==> config.mk <==
export PLATFORM = sky130hd
export DESIGN_NAME = regfile_wb_arbiter_flat
export DESIGN_NICKNAME = d
export VERILOG_FILES = /design/src/rtl/regfile_wb_arbiter_if.sv /design/src/rtl/regfile_wb_arbiter.sv /design/src/flat_wrapper.sv
export SDC_FILE = /design/constraint.sdc
export NUM_CORES = 1
export LEC_CHECK = 0
export CORE_MARGIN = 4
export CORE_UTILIZATION = 44
export DETAILED_ROUTE_END_ITERATION = 7
export PLACE_DENSITY = 0.87
export REMOVE_ABC_BUFFERS = 1
export SYNTH_ARGS = -nofsm -noshare
export SYNTH_HDL_FRONTEND = slang
export SYNTH_SLANG_ARGS = --single-unit
export TNS_END_PERCENT = 5
==> constraint.sdc <==
create_clock -name clk -period 6.5 [get_ports clk]
set_clock_uncertainty 0.2 [all_clocks]
set_input_delay 0.65 -clock clk [delete_from_list [all_inputs] [get_ports clk]]
set_output_delay 0.65 -clock clk [all_outputs]
set_load 0.1 [all_outputs]
==> src/rtl/regfile_wb_arbiter_if.sv <==
// regfile_wb_arbiter_if: writeback requester bundle and register-file write port of regfile_wb_arbiter
interface regfile_wb_arbiter_if #(
    parameter int N_REQ  = 3,
    parameter int ADDR_W = 5,
    parameter int DATA_W = 32,
    parameter int CNT_W  = 16
);
    localparam int G_W = $clog2(N_REQ);
    logic [N_REQ-1:0]        req_valid;
    logic [ADDR_W*N_REQ-1:0] req_rd;
    logic [DATA_W*N_REQ-1:0] req_data;
    logic [N_REQ-1:0]        req_ready;
    logic                    wen;
    logic [ADDR_W-1:0]       rd;
    logic [DATA_W-1:0]       Rd;
    logic [G_W-1:0]          grant_id;
    logic [CNT_W-1:0]        drop_cnt;
    modport master (
        output req_valid, req_rd, req_data,
        input  req_ready, wen, rd, Rd, grant_id, drop_cnt
    );
    modport slave (
        input  req_valid, req_rd, req_data,
        output req_ready, wen, rd, Rd, grant_id, drop_cnt
    );
endinterface

==> src/rtl/regfile_wb_arbiter.sv <==
// regfile_wb_arbiter: round-robin writeback port arbiter with r0 drop counter; WBARB_FIXED_PRIO_EN selects fixed priority
module regfile_wb_arbiter #(
    parameter int N_REQ  = 3,
    parameter int ADDR_W = 5,
    parameter int DATA_W = 32,
    parameter int CNT_W  = 16
) (
    input logic clk,
    input logic rst,
    regfile_wb_arbiter_if.slave bus
);
    localparam int G_W = $clog2(N_REQ);
    logic [G_W-1:0]    w_ptr;
    logic [G_W-1:0]    w_gnt;
    logic              w_any;
    logic [ADDR_W-1:0] w_rd;
    logic [DATA_W-1:0] w_data;
    logic              r_wen;
    logic [ADDR_W-1:0] r_rd;
    logic [DATA_W-1:0] r_data;
    logic [G_W-1:0]    r_gid;
    logic [CNT_W-1:0]  r_cnt;
    always_comb begin
        w_gnt = '0;
        w_any = 1'b0;
        for (int k = N_REQ - 1; k >= 0; k--) begin
            if (bus.req_valid[(int'(w_ptr) + k) % N_REQ]) begin
                w_gnt = G_W'((int'(w_ptr) + k) % N_REQ);
                w_any = 1'b1;
            end
        end
    end
    assign w_rd          = bus.req_rd[w_gnt*ADDR_W +: ADDR_W];
    assign w_data        = bus.req_data[w_gnt*DATA_W +: DATA_W];
    assign bus.req_ready = (w_any && !rst) ? N_REQ'(1) << w_gnt : '0;
`ifdef WBARB_FIXED_PRIO_EN
    assign w_ptr = '0;
`else
    logic [G_W-1:0] r_ptr;
    always_ff @(posedge clk) begin
        if (rst)
            r_ptr <= '0;
        else if (w_any)
            r_ptr <= (w_gnt == G_W'(N_REQ - 1)) ? '0 : w_gnt + 1'b1;
    end
    assign w_ptr = r_ptr;
`endif
    always_ff @(posedge clk) begin
        if (rst) begin
            r_wen  <= 1'b0;
            r_rd   <= '0;
            r_data <= '0;
            r_gid  <= '0;
            r_cnt  <= '0;
        end else begin
            r_wen <= w_any && (w_rd != '0);
            if (w_any) begin
                r_rd   <= w_rd;
                r_data <= w_data;
                r_gid  <= w_gnt;
                if (w_rd == '0 && !(&r_cnt))
                    r_cnt <= r_cnt + 1'b1;
            end
        end
    end
    assign bus.wen      = r_wen;
    assign bus.rd       = r_rd;
    assign bus.Rd       = r_data;
    assign bus.grant_id = r_gid;
    assign bus.drop_cnt = r_cnt;
endmodule
==> src/flat_wrapper.sv <==
// flat-port wrapper written by rule: the top's interface ports become plain ports
module regfile_wb_arbiter_flat 
#(
    parameter int N_REQ  = 3,
    parameter int ADDR_W = 5,
    parameter int DATA_W = 32,
    parameter int CNT_W  = 16
)
  (clk, rst, bus_req_valid, bus_req_rd, bus_req_data, bus_req_ready, bus_wen, bus_rd, bus_Rd, bus_grant_id, bus_drop_cnt);
  regfile_wb_arbiter_if #(.N_REQ(N_REQ), .ADDR_W(ADDR_W), .DATA_W(DATA_W), .CNT_W(CNT_W)) bus_i ();
  input logic clk;
  input logic rst;
  input wire logic [$bits(bus_i.req_valid)-1:0] bus_req_valid;
  input wire logic [$bits(bus_i.req_rd)-1:0] bus_req_rd;
  input wire logic [$bits(bus_i.req_data)-1:0] bus_req_data;
  output wire logic [$bits(bus_i.req_ready)-1:0] bus_req_ready;
  output wire logic [$bits(bus_i.wen)-1:0] bus_wen;
  output wire logic [$bits(bus_i.rd)-1:0] bus_rd;
  output wire logic [$bits(bus_i.Rd)-1:0] bus_Rd;
  output wire logic [$bits(bus_i.grant_id)-1:0] bus_grant_id;
  output wire logic [$bits(bus_i.drop_cnt)-1:0] bus_drop_cnt;
  assign bus_i.req_valid = bus_req_valid;
  assign bus_i.req_rd = bus_req_rd;
  assign bus_i.req_data = bus_req_data;
  assign bus_req_ready = bus_i.req_ready;
  assign bus_wen = bus_i.wen;
  assign bus_rd = bus_i.rd;
  assign bus_Rd = bus_i.Rd;
  assign bus_grant_id = bus_i.grant_id;
  assign bus_drop_cnt = bus_i.drop_cnt;
  regfile_wb_arbiter #(.N_REQ(N_REQ), .ADDR_W(ADDR_W), .DATA_W(DATA_W), .CNT_W(CNT_W)) u_core (.clk(clk), .rst(rst), .bus(bus_i));
endmodule
Yosys cells after proc, flatten, opt, wreduce, memory -nomap -nowiden
Cells that the tools add are included.
- word-level logic and storage cells: 47
- register bits: 58
- bits of input ports: 116
- output and inout bits: 59
- shift operators: 3
- add/sub/neg operators: 4
- div/mod/pow operators: 3
- $mul: 1
- magnitude comparators: 3
- multiplexer cells: 17
- reduce and logical (&&, ||, !) cells: 9
- eq/ne operators: 1
- operator list (cell ; count):
    $lt 32x4->1 const B ; 3
    $shiftx 96x8->32 ; 1
    $mod 32x3->32 const B ; 2
    $mod 3x3->32 const B ; 1
    $add 16x1->16 const B ; 1
    $reduce_and 16->1 ; 1
    $shiftx 15x6->5 ; 1
    $mux 1 ; 9
    $mux 2 ; 4
    $bmux 1 s2 ; 3
    $logic_not 5->1 ; 1
    $mul 2x3->5 const B ; 1
    $reduce_bool 5->1 ; 1
    $add 2x1->3 const B ; 1
    $add 2x2->3 const B ; 1
    $logic_and 1x1->1 ; 3
    $mux 3 ; 1
    $shl 1x2->3 const A ; 1
    $add 2x1->2 const B ; 1
    $eq 2x2->1 const B ; 1
    $logic_not 1->1 ; 2
    $reduce_and 2->1 ; 1

Logic depth before layout (Yosys ltp)
- depth in word-level cells: 13
- depth in mapped cells: 13

Worst setup path after synthesis
OpenSTA, ideal clock, no wires.
- path kind: reg-to-output
- start point: reg u_core.r_ptr[0]
- end point: out bus_req_ready[0]
- required time: 5.650 ns
- stages on the path, launching flop included: 9
- slack: 1.161 ns
- arrival time: 4.489 ns
- path buffers: 2
- cells stage by stage: dfxtp_1 inv_1 ha_1 or2_2 nand3_1 a22oi_2 buf_4 buf_2 nor4_1
- cells in the longest elaborated chain, start to end: 10
- elaborated cells on any way between the ends: 23
- ends and longest elaborated chain (what ; line ; source):
    start: declaration ; regfile_wb_arbiter.sv:39 ; logic [G_W-1:0] r_ptr;
    start signal: assignment ; regfile_wb_arbiter.sv:44 ; r_ptr <= (w_gnt == G_W'(N_REQ - 1)) ? '0 : w_gnt + 1'b1;
    $add 2x2->3 ; regfile_wb_arbiter.sv:27, regfile_wb_arbiter.sv:28 ;
    $mod 32x3->32 ; regfile_wb_arbiter.sv:27, regfile_wb_arbiter.sv:28 ;
    $bmux 1 s2 ; regfile_wb_arbiter.sv:27 ; if (bus.req_valid[(int'(w_ptr) + k) % N_REQ]) begin
    $mux 1 (not written as such) (2 in series) ; regfile_wb_arbiter.sv:27 ;
    $mux 2 or $mux 1 (tied branches) (3 in series) ; regfile_wb_arbiter.sv:27 ;
    $shl 1x2->3 or $logic_and 1x1->1 (tied branches) ; regfile_wb_arbiter.sv:35 ; assign bus.req_ready = (w_any && !rst) ? N_REQ'(1) << w_gnt : '0;
    $mux 3 (*) ; regfile_wb_arbiter.sv:35 ;
    end: declaration ; flat_wrapper.sv:16 ; output wire logic [$bits(bus_i.req_ready)-1:0] bus_req_ready;
Mark *: on every way between the ends. The rest lies on a longest branch, timed or not. The select of a mux whose other input is x is not followed.

Worst setup path after layout
- start point: reg u_core.r_ptr[1]
- end point: out bus_req_ready[1]
The elaborated chain is that of the path after synthesis.

==> impl_metrics.env <==
export IMPL_floorplan_die_width_um=97.1
export IMPL_crit_path_max_fanout=44
export IMPL_grt_antenna_before_repair=0
export IMPL_worstSetupEndpointType="output port"
export IMPL_clock_tree_htree_level_count=3
export IMPL_area_growth_synth_to_final_pct=55.6
export IMPL_dpl_hpwl_um=8000
export IMPL_first_pass_iters=5
export IMPL_placement_io_buffers=174
export IMPL_min_delay_start="u_core.bus.rd[2]"
export IMPL_final_nets=706
export IMPL_fp_row_count=32
export IMPL_postSynthCellCount=431
export IMPL_power_share_clock_pct=12.1
export IMPL_synthesis_yosys_warnings=0
export IMPL_ys_types=54
export IMPL_avgViaCountPerCell=5.53
export IMPL_route_detailed_drc=0
export IMPL_netlist_area_um2=3490
export IMPL_instances_no_fill=693
export IMPL_seq_cell_area_um2=1160
export IMPL_slew_headroom_pct=32.0
export IMPL_cts_hold_buffers=0
export IMPL_cts_tree="yes"
export IMPL_cts_buffers_inserted=9
export IMPL_route_detailed_wl_per_inst_um=15.5
export IMPL_worstReg2RegEnd="u_core.bus.drop_cnt[1]"
export IMPL_die_h_um=97.1
export IMPL_dr_first_iter_drc_count=167
export IMPL_clk_path_buf_depth=2
export IMPL_grt_pass1_wl_um=16800
export IMPL_timing_critical_path_from_type="flip-flop"
export IMPL_status="finished, final reports clean"
export IMPL_effective_utilization_at_floorplan_pct=45.2
export IMPL_power_leakage_nw=1.96
export IMPL_clkSlewWorstSetupHoldPaths_ns=0.07
export IMPL_count_of_flip_flops_with_a_built_in_enable_after_synthesis=0
export IMPL_multi_input_area_um2=2140
export IMPL_hold_depth=2
export IMPL_synth_async_sr_flop_share_pct=0
export IMPL_pwr_share_seq_pct=19.3
export IMPL_count_of_pins_over_their_slew_limit=0
export IMPL_dominantRegCellSynth="dfxtp_1"
export IMPL_total_power_w=0.00270
export IMPL_crit_path_arrival_time_ns=3.76
export IMPL_reg2reg_setup_slack_ns=2.36
export IMPL_reg2reg_depth=11
export IMPL_gp_congestion=0.881
export IMPL_detail_route_wirelength_um=10700
export IMPL_top_level_ports=175
export IMPL_ys_seq_area_share_pct=33.3
export IMPL_fp_dieArea_um2=9420
export IMPL_clk_insertion_delay_late_ns=0.33
export IMPL_ant_nets_after_route=0
export IMPL_final_layout_size_suffix_gt1_share_pct=6.09
export IMPL_peak_supply_drop_uv=317
export IMPL_pwr_share_comb_pct=68.7
export IMPL_number_of_endpoints_failing_setup_at_the_final_stage=0
export IMPL_hold_path_end="u_core.bus.rd[2]"
export IMPL_grt_start_max_net_pins=69
export IMPL_power_switching_share_pct=57.0
export IMPL_global_route_usage_total_pct=21.4
export IMPL_leading_cell_type_in_the_layout_fill_and_taps_excluded="clkdlybuf4s50_1"
export IMPL_via_count_of_the_first_global_routing_pass=3676
export IMPL_core_area_um2=7730
export IMPL_dr_total_vias=3829
export IMPL_post_synth_cell_area_avg_um2=8.10
export IMPL_cellPowerDensity_nw_per_um2=498
export IMPL_synth_seq_cells=58
export IMPL_postCtsResizedCells=0
export IMPL_fillCellCount=602
export IMPL_number_of_failing_hold_endpoints_at_the_final_stage=0
export IMPL_clkSinkCount=58
export IMPL_layout_common_cells="clkdlybuf4s50_1, nor2_1, dfxtp_1, a21oi_1, mux2i_1"
export IMPL_antenna_diode_count=0
export IMPL_worst_setup_path_type="reg2out"
export IMPL_required_ns=5.65
export IMPL_actual_transition_at_the_worst_max_transition_pin_ns=1.02
export IMPL_power_report_internal_total_w=0.00116
export IMPL_rr_startpoint="u_core.r_ptr[1]"
export IMPL_final_cycle_utilization_of_the_critical_path_pct=70.9
export IMPL_post_cts_repair_setup_buffers=0
export IMPL_numPlacedInstances=677
export IMPL_finalWorstPathRequiredPeriod_ns=4.61
export IMPL_rsz0062_at_grt="false"
export IMPL_fmax_ghz=0.217
export IMPL_max_cap_viol_count=0
export IMPL_switching_power_w=0.00154
export IMPL_global_route_overflow_total=0
export IMPL_min_delay_worst_type="reg2reg"
export IMPL_cts_root_buffer="clkbuf_8"
[sequential cells by signal, summed over array words and instances, names as in the netlist]
name / flops
u_core.bus.Rd: 32
u_core.r_ptr: 2
u_core.bus.wen: 1
u_core.bus.drop_cnt: 16
u_core.bus.rd: 5
u_core.bus.grant_id: 2
[synth_stat cells (2+ instances only)]
cell | n | area share (%)
nor2b_1 | 2 | 0.36
nand4bb_1 | 2 | 0.65
a22oi_1 | 2 | 0.43
a31oi_1 | 2 | 0.36
o21bai_1 | 2 | 0.43
o21a_1 | 2 | 0.43
a21oi_1 | 54 | 7.7
and2_1 | 3 | 0.54
o21ai_0 | 5 | 0.72
ha_1 | 4 | 1.4
a21o_1 | 2 | 0.43
inv_1 | 9 | 0.97
or4_1 | 11 | 2.4
o31ai_4 | 2 | 1.2
nand2_1 | 13 | 1.4
clkbuf_1 | 22 | 2.4
nor2_1 | 83 | 8.9
buf_6 | 3 | 0.97
a211oi_1 | 32 | 6.9
mux2_2 | 3 | 0.97
nand3_1 | 12 | 1.7
buf_2 | 8 | 1.1
dfxtp_1 | 58 | 33
nor3_1 | 2 | 0.29
buf_4 | 2 | 0.43
o31ai_1 | 15 | 3.2
nand2b_1 | 5 | 0.90
mux2i_1 | 36 | 10
nor4_1 | 3 | 0.54
and3_1 | 7 | 1.3
and4_1 | 2 | 0.50
[power groups by stage]
stage / Combinational, W / Sequential (W) / Clock (W)
after global placement: 0.00182 / 0.000521 / 0
final: 0.00186 / 0.000520 / 0.000326
after detailed placement: 0.00185 / 0.000527 / 0
after global routing: 0.00196 / 0.000535 / 0.000345
after CTS: 0.00186 / 0.000521 / 0.000331
after floorplan: 0.000690 / 0.00125 / 0
[per-layer routing]
metal / global-route usage (%) / vias to the layer above / part of all wire (%)
li1: - / 1896 / -
met1: 24.4 / 1742 / 40
met2: 36.9 / 169 / 48
met3: 6.82 / 22 / 9.0
met4: 8.75 / 0 / 2.3
met5: 0 / - / 0
[logic make-up (layout without fill, tap and decap cells)]
family | Yosys count | in the layout | share of synthesized area (%)
AOI/OAI and AO/OA | 133 | 133 | 26.9
muxes | 39 | 39 | 11.3
and+or+nand+nor | 153 | 153 | 21.3
buffers and inverters | 44 | 204 | 5.88
DFF | 58 | 58 | 33.3
adders and majority gates | 4 | 4 | 1.43
[worst max-delay path, stage by stage (launching register included)]
cell and delay [ns]:
dfxtp_1 0.34, inv_1 0.06, ha_1 0.47, mux2_2 0.43, mux2_2 0.31, nor4_4 0.28, buf_4 0.42, nor4_1 0.11
clkdlybuf4s50_1 1.01
[stage by stage]
step / cell area, um^2 / worst slack, ns / setup TNS (ns) / hold WS [ns] / util, %
CTS: 5430 / 1.89 / 0 / 0.258 / 70.3
global placement: 5240 / 2.08 / 0 / 0.242 / 67.8
finish: 5430 / 1.89 / 0 / 0.255 / 70.3
global route: 5430 / 1.71 / 0 / 0.278 / 70.3
floorplan: 3320 / -1.65 / -4.63 / 0.310 / -
detailed placement: 5240 / 1.99 / 0 / 0.248 / 67.8
[worst max-delay path by stage]
stage	startpoint	to	cells past startpoint
after detailed placement	bus_req_valid[2]	bus_req_ready[1]	7
final	u_core.r_ptr[1]	bus_req_ready[1]	8
after CTS	u_core.r_ptr[1]	bus_req_ready[1]	8
after global routing	u_core.r_ptr[1]	bus_req_ready[1]	8
after floorplan	u_core.r_ptr[1]	bus_req_ready[1]	6
after global placement	bus_req_valid[2]	bus_req_ready[0]	7
[area by class of cell]
class | count | area share [%]
timing repair buffer | 179 | 32.7
multi-input combinational | 329 | 39.4
tap | 102 | 2.35
clock inverter | 7 | 1.27
inverter | 9 | 0.622
clock buffer | 9 | 2.28
sequential | 58 | 21.4
Power figures use the tool's default switching activity.
